===== config.mk =====
export PLATFORM = sky130hd
export DESIGN_NAME = seg7_state_display
export DESIGN_NICKNAME = d
export VERILOG_FILES = /design/src/rtl/seg7_pkg.sv /design/src/rtl/hex_to_seg7.sv /design/src/rtl/seg7_state_display.sv
export SDC_FILE = /design/constraint.sdc
export NUM_CORES = 1
export LEC_CHECK = 0
export BUFFER_PORTS_ARGS = -buffer_cell sky130_fd_sc_hd__buf_2
export CELL_PAD_IN_SITES_DETAIL_PLACEMENT = 1
export CELL_PAD_IN_SITES_GLOBAL_PLACEMENT = 1
export CORE_AREA = 8 8 110 112
export DETAILED_ROUTE_END_ITERATION = 10
export DIE_AREA = 0 0 118 120
export HOLD_SLACK_MARGIN = 0.12
export PLACE_DENSITY = 0.74
export REMOVE_ABC_BUFFERS = 1
export SYNTH_ARGS = -nofsm -noshare
export SYNTH_HDL_FRONTEND = slang
export SYNTH_SLANG_ARGS = --single-unit

===== constraint.sdc =====
create_clock -name clk -period 2.6 [get_ports clk]
set_clock_uncertainty 0.2 [all_clocks]
set_input_delay 0.52 -clock clk [delete_from_list [all_inputs] [get_ports clk]]
set_output_delay 0.52 -clock clk [all_outputs]
set_load 0.005 [all_outputs]

===== src/rtl/seg7_pkg.sv =====
`default_nettype none
// +--------------------------------------------------------------------+
// | seg7_pkg : shared constants for the seven-segment state display    |
// | Revision : 1.0                                                     |
// +--------------------------------------------------------------------+
package seg7_pkg;

    // Segment vectors are ordered {g,f,e,d,c,b,a}; a 0 lights the segment.
    localparam logic [6:0] SEG_OFF = 7'h7F;

    // Glyphs for 0..F, stored with entry 15 in the top slot.
    localparam logic [15:0][6:0] HEX_SEG = {
        7'b0001110,  // F
        7'b0000110,  // E
        7'b0100001,  // d
        7'b1000110,  // C
        7'b0000011,  // b
        7'b0001000,  // A
        7'b0010000,  // 9
        7'b0000000,  // 8
        7'b1111000,  // 7
        7'b0000010,  // 6
        7'b0010010,  // 5
        7'b0011001,  // 4
        7'b0110000,  // 3
        7'b0100100,  // 2
        7'b1111001,  // 1
        7'b1000000   // 0
    };

    // Board variants: a 4-digit or an 8-digit display.
    localparam int NUM_DIGITS_SMALL = 4;
    localparam int NUM_DIGITS_LARGE = 8;

    function automatic logic is_legal_num_digits(input int n);
        return (n == NUM_DIGITS_SMALL) || (n == NUM_DIGITS_LARGE);
    endfunction

endpackage : seg7_pkg
`default_nettype wire


===== src/rtl/hex_to_seg7.sv =====
`default_nettype none
// +--------------------------------------------------------------------+
// | hex_to_seg7 : 4-bit nibble to active-low seven-segment glyph       |
// | Revision    : 1.0                                                  |
// +--------------------------------------------------------------------+
module hex_to_seg7
    import seg7_pkg::*;
(
    input  logic [3:0] nibble,
    output logic [6:0] seg
);

    assign seg = HEX_SEG[nibble];

endmodule : hex_to_seg7
`default_nettype wire


===== src/rtl/seg7_state_display.sv =====
`default_nettype none
// +--------------------------------------------------------------------+
// | seg7_state_display : shadows a 32-bit state word, scans it as hex  |
// | onto a multiplexed common-anode display and mirrors it on LEDs.    |
// | Revision           : 1.0                                           |
// +--------------------------------------------------------------------+
module seg7_state_display
    import seg7_pkg::*;
#(
    parameter int NUM_DIGITS   = 8,
    parameter int REFRESH_DIV  = 100000,
    parameter int BLANK_CYCLES = 1000
) (
    input  logic                  clk,
    input  logic                  rst_n,
    input  logic [31:0]           state,
    input  logic                  load,
    input  logic                  lz_blank,
    input  logic [NUM_DIGITS-1:0] dp_mask,
    output logic [NUM_DIGITS-1:0] an,
    output logic [6:0]            seg,
    output logic                  dp,
    output logic [15:0]           led,
    output logic                  frame_done
);

    localparam int DIV_W = (REFRESH_DIV > 1) ? $clog2(REFRESH_DIV) : 1;
    localparam int IDX_W = (NUM_DIGITS > 1) ? $clog2(NUM_DIGITS) : 1;
    localparam int SHOW_W = 4 * NUM_DIGITS;

    localparam logic [DIV_W-1:0] DIV_LAST = DIV_W'(REFRESH_DIV - 1);
    localparam logic [IDX_W-1:0] IDX_LAST = IDX_W'(NUM_DIGITS - 1);

    logic [31:0]           r_shadow;
    logic [NUM_DIGITS-1:0] r_dp_shadow;
    logic [DIV_W-1:0]      r_div_cnt;
    logic [IDX_W-1:0]      r_digit_idx;

    logic [NUM_DIGITS-1:0] r_an;
    logic [6:0]            r_seg;
    logic                  r_dp;
    logic                  r_frame_done;

    logic [NUM_DIGITS-1:0] w_upper_zero;
    logic [3:0]            w_nibble;
    logic                  w_dp_bit;
    logic                  w_upper_zero_sel;
    logic                  w_suppress;
    logic                  w_in_blank;
    logic                  w_wrap;
    logic [6:0]            w_seg_hex;

    // w_upper_zero[i]: every digit from i up to the most significant is 0.
    for (genvar i = 0; i < NUM_DIGITS; i++) begin : g_upper_zero
        assign w_upper_zero[i] = (r_shadow[SHOW_W-1:4*i] == '0);
    end

    if (BLANK_CYCLES > 0) begin : g_blank
        assign w_in_blank = (r_div_cnt < DIV_W'(BLANK_CYCLES));
    end else begin : g_no_blank
        assign w_in_blank = 1'b0;
    end

    always_comb begin
        w_nibble         = 4'h0;
        w_dp_bit         = 1'b0;
        w_upper_zero_sel = 1'b0;
        for (int i = 0; i < NUM_DIGITS; i++) begin
            if (r_digit_idx == IDX_W'(i)) begin
                w_nibble         = r_shadow[4*i +: 4];
                w_dp_bit         = r_dp_shadow[i];
                w_upper_zero_sel = w_upper_zero[i];
            end
        end
    end

    // Digit 0 is exempt so an all-zero word still shows a single "0".
    assign w_suppress = lz_blank && (r_digit_idx != '0) && w_upper_zero_sel;
    assign w_wrap     = (r_div_cnt == DIV_LAST);

    hex_to_seg7 u_hex_to_seg7 (
        .nibble (w_nibble),
        .seg    (w_seg_hex)
    );

    always_ff @(posedge clk) begin
        if (!rst_n) begin
            r_shadow    <= '0;
            r_dp_shadow <= '0;
        end else if (load) begin
            r_shadow    <= state;
            r_dp_shadow <= dp_mask;
        end
    end

    always_ff @(posedge clk) begin
        if (!rst_n) begin
            r_div_cnt    <= '0;
            r_digit_idx  <= '0;
            r_frame_done <= 1'b0;
        end else begin
            r_frame_done <= w_wrap && (r_digit_idx == IDX_LAST);
            if (w_wrap) begin
                r_div_cnt   <= '0;
                r_digit_idx <= (r_digit_idx == IDX_LAST) ? '0 : r_digit_idx + 1'b1;
            end else begin
                r_div_cnt   <= r_div_cnt + 1'b1;
            end
        end
    end

    // Display drive is registered from the pre-edge scan position.
    always_ff @(posedge clk) begin
        if (!rst_n) begin
            r_an  <= '1;
            r_seg <= SEG_OFF;
            r_dp  <= 1'b1;
        end else if (w_in_blank) begin
            r_an  <= '1;
            r_seg <= SEG_OFF;
            r_dp  <= 1'b1;
        end else begin
            r_an  <= ~(NUM_DIGITS'(1) << r_digit_idx);
            r_seg <= w_suppress ? SEG_OFF : w_seg_hex;
            r_dp  <= ~w_dp_bit;
        end
    end

    assign an         = r_an;
    assign seg        = r_seg;
    assign dp         = r_dp;
    assign led        = r_shadow[15:0];
    assign frame_done = r_frame_done;

endmodule : seg7_state_display
`default_nettype wire


# == Yosys cells after proc, flatten, opt, wreduce, memory -nomap -nowiden ==
# Memory sizes are Yosys's and may differ from the RTL's. A register that Yosys moved wholly into a read port is not among the register bits.
# Index checks and enable logic that the tools add are counted.
# totals
register_bits,70
rom_bits,112
word_cells,64
mem_count,1
# mem_list
name,words,width,read_ports,rd_clocked_by_memory_dff,wr,line_no,rtl
(name not given),16,7,1,1,0,hex_to_seg7.sv:13,assign seg = HEX_SEG[nibble];
# op_classes
n_addsub,2
n_lt_le_gt_ge,1
eq_ne,8
n_shift,1
mux,25
bitwise,3
reduce_logical,16
# op_table
cell,count
$logic_not 32->1,1
$mux 4,8
$logic_not 28->1,1
$logic_not 24->1,1
$logic_not 20->1,1
$add 17x1->17 const B,1
$eq 17x17->1 const B,1
$lt 17x10->1 const B,1
$logic_not 16->1,1
$mux 1,16
$eq 3x3->1 const B,4
$logic_not 12->1,1
$logic_not 8->1,1
$not 8->8,1
$shl 1x3->8 const A,1
$eq 3x2->1 const B,2
$logic_not 4->1,1
$reduce_or 2->1,2
$add 3x1->3 const B,1
$eq 3x1->1 const B,1
$logic_and 1x1->1,3
$logic_not 3->1,1
$mux 3,1
$reduce_bool 3->1,1
2 further kinds,3

# == Depth between registers and ports, before layout ==
# Gate-level depths: netlist of run 1.
# depth
depth_word,11
ltp_mapped,13
mapped_depth_nobuf,12

# == Modules after synthesis ==
# From an unflattened synthesis of run 1, not the netlist that was laid out.
# hier_totals
cells_unflattened,424
hier_area_um2,3957.5
# modules_own_cells
module,n_inst,cells_per_inst,area_per_inst_um2,seq_area_each_um2
seg7_state_display,1,392,3682.3,1541.5
hex_to_seg7,1,32,275.3,0.0

# == Worst setup path after synthesis of run 1 ==
# OpenSTA, ideal clock, no wires.
# synth_path
path_kind,reg2reg
startpoint,register r_digit_idx[2]
endpoint,register r_seg[6] (netlist: seg[6])
t_arrival_ps,2430
t_required_ps,2266
setup_slack_ps,-164
stages_incl_launch_ff,13
n_path_buf,1
path_cell_list,dfxtp_1 > clkinv_1 > ha_1 > clkbuf_1 > nor3b_1 > o31ai_1 > a21oi_1 > o21a_1 > inv_1 > ha_1 > and2_1 > o21ai_0 > o211ai_1
# synth_between
elab_chain_cells,11
word_cells_on_any_way,28
cone_classes,eq/ne (7); mux (16); reduce/logical (5)
# synth_rtl
item,line_no,rtl
"start, declared",seg7_state_display.sv:37,logic [IDX_W-1:0] r_digit_idx;
"start signal, assigned",seg7_state_display.sv:105,r_digit_idx <= (r_digit_idx == IDX_LAST) ? '0 : r_digit_idx + 1'b1;
$logic_not 3->1,seg7_state_display.sv:69,if (r_digit_idx == IDX_W'(i)) begin
$mux 1 (8 in a row),seg7_state_display.sv:69,
$logic_and 1x1->1,seg7_state_display.sv:78,assign w_suppress = lz_blank && (r_digit_idx != '0) && w_upper_zero_sel;
$reduce_or 3->1 (no line),--,
"end, declared",seg7_state_display.sv:40,logic [6:0] r_seg;
# Parallel ways exist; a longest one is shown, timed or not.
# A chain may end at the register's enable or synchronous reset.

# == Final worst setup path of run 1 ==
# layout_path
startpoint,register r_digit_idx[0]
endpoint,register r_seg[3] (netlist: seg[3])
# Same word-level chain as after synthesis.

==> impl_metrics.sql, run 1 <==
INSERT INTO impl_metrics (metric_group, metric, value, unit) VALUES
('outcome', 'outcome', 'complete, no violations', ''),
('timing', 'setup_violations', '0', ''),
('clock_tree', 'tritoncts', 'done', ''),
('synthesis', 'syn-cell-area', '3760', 'um^2'),
('finish', 'num-nets-final', '559', ''),
('route', 'drc', '0', ''),
('placement', 'placedInstanceArea', '4310', 'um^2'),
('power', 'power.density', '501', 'nW/um^2'),
('route', 'drtPass1Iterations', '4', ''),
('setup_path', 'worstRegToRegCells', '9', ''),
('timing', 'slew_violations', '0', ''),
('floorplanning', 'core', '10500', 'um^2'),
('setup_path', 'r2r-end', 'seg[3]', ''),
('global_route', 'grt_overflow_total', '0', ''),
('floorplanning', 'dieArea', '14200', 'um^2'),
('global_route', 'antenna_violations_before_repair', '0', ''),
('hold_path', 'hold_path.startpoint', 'state[14]', ''),
('finish', 'area_delta_synth_final', '23.8', '%'),
('power', 'worst_ir_drop_vdd', '0.000191', 'V'),
('route', 'antenna_violating_nets_post_route', '0', ''),
('hold_path', 'min_delay_worst_endpoint', 'r_shadow[14]', ''),
('setup_path', 'worstPathMaxFanout', '11', ''),
('floorplanning', 'top_level_ports', '77', ''),
('flow_run', 'max_cap_violations', '0', ''),
('placement', 'gpl.final_weighted_congestion', '0.852', ''),
('hold_path', 'hp-class', 'input port to register', ''),
('synthesis', 'yosysUniqueCellTypes', '45', ''),
('setup_path', 'worst-endpoint-arrival', '2.61', 'ns'),
('setup_path', 'worstPathRequired', '2.64', 'ns'),
('clock_tree', 'cts_max_path_buffers', '2', ''),
('synthesis', 'netlist_instances', '425', ''),
('placement', 'place_inst', '628', ''),
('finish', 'num-fill-cells', '1255', ''),
('synthesis', 'synthesis.yosys.warnings', '0', ''),
('setup_path', 'cp-start-kind', 'register', ''),
('floorplanning', 'chip_width', '118', 'um'),
('synthesis', 'synth.avg_cell_area', '8.86', 'um^2'),
('timing', 'worst_slew_margin_rel', '65.6', '%'),
('timing', 'timing_hold_violations_final', '0', ''),
('clock_tree', 'clock-root-buffer', 'clkbuf_8', ''),
('placement', 'buffer_ports.inserted', '76', ''),
('finish', 'post_layout_nonfiller_instances', '647', ''),
('floorplanning', 'die_y', '120', 'um'),
('setup_path', 'reg2reg_setup_slack', '0.02', 'ns'),
('route', 'wl_per_cell', '16.2', 'um'),
('global_route', 'grt_pass1_wl', '17300', 'um'),
('timing', 'fin_worst_hold_slack', '0.216', 'ns'),
('global_route', 'track_usage', '15.1', '%'),
('clock_tree', 'clk_pin_slew_worst_paths', '0.08', 'ns'),
('route', 'drt_wl_total', '10500', 'um'),
('floorplanning', 'placementRows', '38', ''),
('clock_tree', 'tritoncts_num_sinks', '77', ''),
('global_route', 'via_count_of_the_first_global_routing_pass', '3473', ''),
('setup_path', 'cp_capture_type', 'register', ''),
('timing', 'rsz0062_at_grt', 'true', ''),
('finish', 'postLayoutCoreUtil', '44.4', '%'),
('clock_tree', 'htreeDepth', '3', ''),
('placement', 'dp.final_hpwl', '7790', 'um'),
('floorplanning', 'floorplan.initialDensity', '35.8', '%'),
('power', 'leakagePower', '1.94', 'nW'),
('synthesis', 'synth_flop_cell', 'dfxtp_1', ''),
('timing', 'worst-slew-pin-transition', '0.516', 'ns'),
('finish', 'post_route_cells_drive_above_1_share', '28.4', '%'),
('setup_path', 'crit-reg2reg-launch', 'r_digit_idx[0]', ''),
('placement', 'place_worst_setup_slack', '-0.172', 'ns'),
('route', 'detailroute.via_count', '3214', ''),
('route', 'drt-vias-per-instance', '4.97', ''),
('route', 'drt-initial-drc-count', '121', ''),
('finish', 'post_layout_instance_area', '4660', 'um^2'),
('synthesis', 'ys_seq_area_share', '40.9', '%'),
('synthesis', 'synth_edf_count', '0', ''),
('setup_path', 'path_class', 'register to register', ''),
('timing', 'fin_crit_sh', '99.1', '%'),
('clock_tree', 'clk-insertion-delay-late', '0.36', 'ns'),
('timing', 'maximum_operating_frequency', '388', 'MHz'),
('clock_tree', 'cts_made_buffers', '9', ''),
('timing', 'finalWorstPathRequiredPeriod', '2.58', 'ns'),
('hold_path', 'hold_path_depth', '3', ''),
('synthesis', 'postSynth.asyncResetShare', '0', '%'),
('global_route', 'maximum_number_of_pins_on_one_net_before_global_route_repair', '49', ''),
('timing', 'timing.final.ws_setup', '0.0231', 'ns'),
('synthesis', 'ys_seq_elements', '77', ''),
('finish', 'insertedDiodeCount', '0', '');
-- kinds of logic after synthesis --
logic type	share of synthesized area [%]
flip-flops	40.9
multiplexers	10.9
AND/OR/NAND/NOR	22.9
adder cells (fa/ha/maj)	4.32
AO/OA/AOI/OAI	10.8
XOR/XNOR	3.49
buffers and inverters	6.58
-- worst max-delay path, stage by stage (launching register included) --
cell       delay, ns
dfxtp_4         0.39
inv_1           0.11
ha_4            0.23
nor2b_1         0.14
a2111oi_0       0.40
o22ai_1         0.20
a21o_1          0.28
buf_4           0.18
o211ai_1        0.20
o211ai_1        0.12
-- synth_stat cells, types with 4 or more instances --
master | instances | share of area, %
dfxtp_1 | 77 | 41
nor2b_1 | 44 | 7.3
mux2i_1 | 41 | 11
nand2_1 | 35 | 3.5
nor2_1 | 27 | 2.7
a21oi_1 | 25 | 3.3
clkbuf_1 | 17 | 1.7
buf_4 | 16 | 3.2
nand3_1 | 16 | 2.1
ha_1 | 13 | 4.3
o21ai_0 | 12 | 1.6
inv_1 | 11 | 1.1
nor4_1 | 9 | 1.5
xor2_1 | 8 | 1.9
xnor2_1 | 7 | 1.6
and2_1 | 6 | 1.0
and3_1 | 6 | 1.0
o211ai_1 | 6 | 1.2
nor3_1 | 5 | 0.66
nand3b_1 | 4 | 0.80
-- registers in the layout, summed over array words and instances, names as in the netlist --
register     cells
frame_done       1
r_div_cnt       17
dp               1
r_digit_idx      3
r_shadow        32
an               8
seg              7
r_dp_shadow      8
-- report_power, final --
| part | total (W) | switching [W] | leakage (nW) | internal (W) |
|---|---|---|---|---|
| registers | 0.00126 | 0.0000412 | 0.631 | 0.00122 |
| clock network | 0.000828 | 0.000434 | 0.0921 | 0.000394 |
| logic | 0.000249 | 0.000121 | 1.22 | 0.000128 |
-- layout by cell type (no fill, tap or decap), types with 11 or more instances in the layout --
cell type / Yosys / layout
mux2i_1: 41 / 41
nand2_1: 35 / 35
buf_4: 16 / 23
nor2b_1: 44 / 44
a21oi_1: 25 / 21
dfxtp_1: 77 / 75
nand3_1: 16 / 16
nor2_1: 27 / 27
buf_2: 3 / 76
clkbuf_8: 0 / 11
-- routing by layer --
layer  routed length, um  track usage (%)  vias to the layer above
li1                    -                -                     1598
met1                4500             16.3                     1541
met2                5380             27.1                       59
met3                 392             3.52                       16
met4                 208             7.69                        0
met5                   0                0                        -
-- how the worst max path moves through the flow --
stage / to / slack (ns) / from
floorplan: seg[6] / -0.29 / r_digit_idx[2]
global route: seg[6] / -0.03 / r_digit_idx[0]
finish: seg[3] / 0.02 / r_digit_idx[0]
CTS: seg[6] / 0.008 / r_digit_idx[0]
global placement: seg[6] / 0.007 / r_digit_idx[1]
detailed placement: seg[6] / -0.17 / r_digit_idx[1]
-- cell type report --
class	instances	area, um^2	area share, %
sequential	77	1550	33.2
clock inverter	4	22.5	0.483
timing repair buffer	103	607	13.0
tap	140	175	3.76
clock buffer	12	155	3.33
inverter	12	45.0	0.966
multi-input combinational	299	2110	45.2
-- what timing repair did --
| item | CTS | global route |
|---|---|---|
| hold buffers | 0 | 0 |
| pin swaps | 1 | 8 |
| gates cloned | 0 | 0 |
| resized for setup | 8 | 30 |
| setup endpoints to repair | 7 | 7 |
| setup buffers | 0 | 3 |
-- per-stage QoR --
step | power (W) | setup TNS, ns
floorplan | 0.00140 | -1.14
global placement | 0.00152 | 0
detailed placement | 0.00152 | -0.407
CTS | 0.00235 | 0
global route | 0.00244 | -0.126
finish | 0.00234 | 0
(Power assumes the default switching activity.)
==> run 2, diff against run 1 <==
--- a/config.mk
+++ b/config.mk
@@ -9,6 +9,7 @@
 export CELL_PAD_IN_SITES_DETAIL_PLACEMENT = 1
 export CELL_PAD_IN_SITES_GLOBAL_PLACEMENT = 1
 export CORE_AREA = 8 8 110 112
+export CTS_BUF_LIST = sky130_fd_sc_hd__clkbuf_8 sky130_fd_sc_hd__clkbuf_16
 export DETAILED_ROUTE_END_ITERATION = 10
 export DIE_AREA = 0 0 118 120
 export HOLD_SLACK_MARGIN = 0.12
==> impl_metrics.sql, run 2 (synthesis gave the netlist of run 1 again) <==
INSERT INTO impl_metrics (metric_group, metric, value, unit) VALUES
('setup_path', 'path_cells', 'inv_1, ha_4, nor2b_1, a2111oi_0, o22ai_1, a21o_1, buf_4, o211ai_1, o211ai_1', ''),
('global_route', 'grt_pass1_wl', '17300', 'um'),
('global_route', 'antenna_violations_before_repair', '0', ''),
('global_route', 'grt_overflow_total', '0', ''),
('clock_tree', 'htreeDepth', '3', ''),
('timing', 'timing.final.ws_setup', '0.0216', 'ns'),
('placement', 'buffer_ports.inserted', '76', ''),
('hold_path', 'hp-class', 'input port to register', ''),
('placement', 'gpl.final_weighted_congestion', '0.852', ''),
('timing', 'setup_violations', '0', ''),
('clock_tree', 'cts_max_path_buffers', '2', ''),
('route', 'wl_per_cell', '16.2', 'um'),
('floorplanning', 'floorplan.initialDensity', '35.8', '%'),
('hold_path', 'min_delay_worst_endpoint', 'r_shadow[10]', ''),
('hold_path', 'hold_path_depth', '3', ''),
('setup_path', 'reg2reg_setup_slack', '0.02', 'ns'),
('clock_tree', 'tritoncts', 'done', ''),
('clock_tree', 'hold_fix_buffer_count_after_cts', '0', ''),
('power', 'design_power_total', '0.00233', 'W'),
('finish', 'insertedDiodeCount', '0', ''),
('route', 'drc', '0', ''),
('setup_path', 'worst-endpoint-arrival', '2.62', 'ns'),
('floorplanning', 'die_y', '120', 'um'),
('clock_tree', 'clk-insertion-delay-late', '0.36', 'ns'),
('timing', 'worst-slew-pin-transition', '0.517', 'ns'),
('timing', 'rsz0062_at_grt', 'true', ''),
('finish', 'num-nets-final', '559', ''),
('route', 'detailroute.via_count', '3207', ''),
('flow_run', 'max_cap_violations', '0', ''),
('setup_path', 'crit-reg2reg-launch', 'r_digit_idx[0]', ''),
('clock_tree', 'clk_pin_slew_worst_paths', '0.08', 'ns'),
('timing', 'finalWorstPathRequiredPeriod', '2.58', 'ns'),
('global_route', 'maximum_number_of_pins_on_one_net_before_global_route_repair', '49', ''),
('setup_path', 'r2r-end', 'seg[3]', ''),
('clock_tree', 'clock-root-buffer', 'clkbuf_8', ''),
('finish', 'largestRegisters', 'r_shadow (32), r_div_cnt (17)', ''),
('setup_path', 'worstRegToRegCells', '9', ''),
('route', 'drt-initial-drc-count', '127', ''),
('setup_path', 'path_common_cell', 'o211ai_1', ''),
('timing', 'maximum_operating_frequency', '388', 'MHz'),
('finish', 'mostFrequentLayoutCell', 'buf_2', ''),
('finish', 'area_delta_synth_final', '23.8', '%'),
('global_route', 'via_count_of_the_first_global_routing_pass', '3479', ''),
('route', 'drtPass1Iterations', '5', ''),
('floorplanning', 'chip_width', '118', 'um'),
('power', 'power.density', '501', 'nW/um^2'),
('route', 'antenna_violating_nets_post_route', '0', ''),
('power', 'worst_ir_drop_vdd', '0.000192', 'V'),
('timing', 'fin_crit_sh', '99.2', '%'),
('route', 'drt_wl_total', '10500', 'um'),
('clock_tree', 'cts_made_buffers', '9', ''),
('finish', 'flip_flop_count_of_the_largest_register_all_copies_and_words_added', '32', ''),
('finish', 'max_flop_register', 'r_shadow', ''),
('finish', 'post_route_cells_drive_above_1_share', '28.4', '%'),
('floorplanning', 'top_level_ports', '77', ''),
('hold_path', 'hold_path.startpoint', 'state[10]', ''),
('timing', 'slew_violations', '0', ''),
('route', 'drt-vias-per-instance', '4.96', ''),
('setup_path', 'slowest_delay', '0.40', 'ns'),
('clock_tree', 'tritoncts_num_sinks', '77', ''),
('setup_path', 'crit_slowest_cell', 'a2111oi_0', ''),
('timing', 'timing_hold_violations_final', '0', ''),
('global_route', 'track_usage', '15.1', '%'),
('outcome', 'outcome', 'complete, no violations', ''),
('setup_path', 'cp_capture_type', 'register', ''),
('floorplanning', 'placementRows', '38', ''),
('floorplanning', 'core', '10500', 'um^2'),
('timing', 'worst_slew_margin_rel', '65.5', '%'),
('finish', 'commonest_non_fill_non_tap_cells_in_the_layout', '76 x buf_2, 75 x dfxtp_1, 44 x nor2b_1', ''),
('placement', 'dp.final_hpwl', '7790', 'um'),
('setup_path', 'worstPathRequired', '2.64', 'ns'),
('setup_path', 'path_class', 'register to register', ''),
('placement', 'place_worst_setup_slack', '-0.172', 'ns'),
('floorplanning', 'dieArea', '14200', 'um^2'),
('setup_path', 'cp-start-kind', 'register', ''),
('setup_path', 'worstPathMaxFanout', '11', ''),
('power', 'leakagePower', '1.95', 'nW');
[run 2: changes by cell type in the layout (fill, tap and decap cells not counted)]
cell | before | now
inv_1 | 9 | 10
clkbuf_1 | 1 | 0
[run 2: final cells by class]
class                      instances  area (um^2)
fill                            1255         5850
multi-input combinational        299         2110
sequential                        77         1550
timing repair buffer             103          607
tap                              140          175
clock buffer                      11          151
inverter                          12         45.0
clock inverter                     5         26.3
[run 2: metrics by stage]
step           hold WS, ns  setup TNS [ns]  cells  instance area [um^2]  utilization (%)
5_1_grt              0.218          -0.126    647                  4660             44.4
3_3_place_gp         0.247               0    628                  4310             41.0
3_5_place_dp         0.253          -0.407    628                  4310             41.0
2_1_floorplan        0.226           -1.14    388                  3560                -
6_report             0.213               0    647                  4660             44.4
4_1_cts              0.207               0    644                  4510             42.9
[run 2: report_power, final]
part           switching (W)  internal, W  leakage [nW]
registers          0.0000414      0.00122         0.631
clock network       0.000437     0.000390        0.0963
logic               0.000121     0.000128          1.22
total               0.000599      0.00174          1.95
[run 2: worst max path at each step]
stage / endpoint / startpoint / depth (start not counted)
after floorplan: seg[6] / r_digit_idx[2] / 11
after global placement: seg[6] / r_digit_idx[1] / 12
after detailed placement: seg[6] / r_digit_idx[1] / 12
after CTS: seg[6] / r_digit_idx[0] / 11
after global routing: seg[6] / r_digit_idx[0] / 11
final: seg[3] / r_digit_idx[0] / 9
[run 2: repair_timing]
item,CTS,global route
gates resized for setup,8,30
setup buffers,0,3
pin swaps,1,8
setup endpoints to repair,7,7
[run 2: routing by layer]
layer / part of all wire [%] / track usage [%] / up-vias / wire length (um)
li1: - / - / 1598 / -
met3: 3.6 / 3.52 / 14 / 375
met5: 0 / 0 / - / 0
met4: 1.9 / 7.69 / 0 / 199
met2: 51 / 27.2 / 55 / 5390
met1: 43 / 16.3 / 1540 / 4530
[run 2: worst max-delay path: cells and delay by family, from the launching register on]
family                     cells  cell delay [ns]
adders and majority gates      1             0.23
DFF                            1             0.39
and+or+nand+nor                1             0.14
AOI/OAI and AO/OA              5             1.20
buffers and inverters          2             0.29
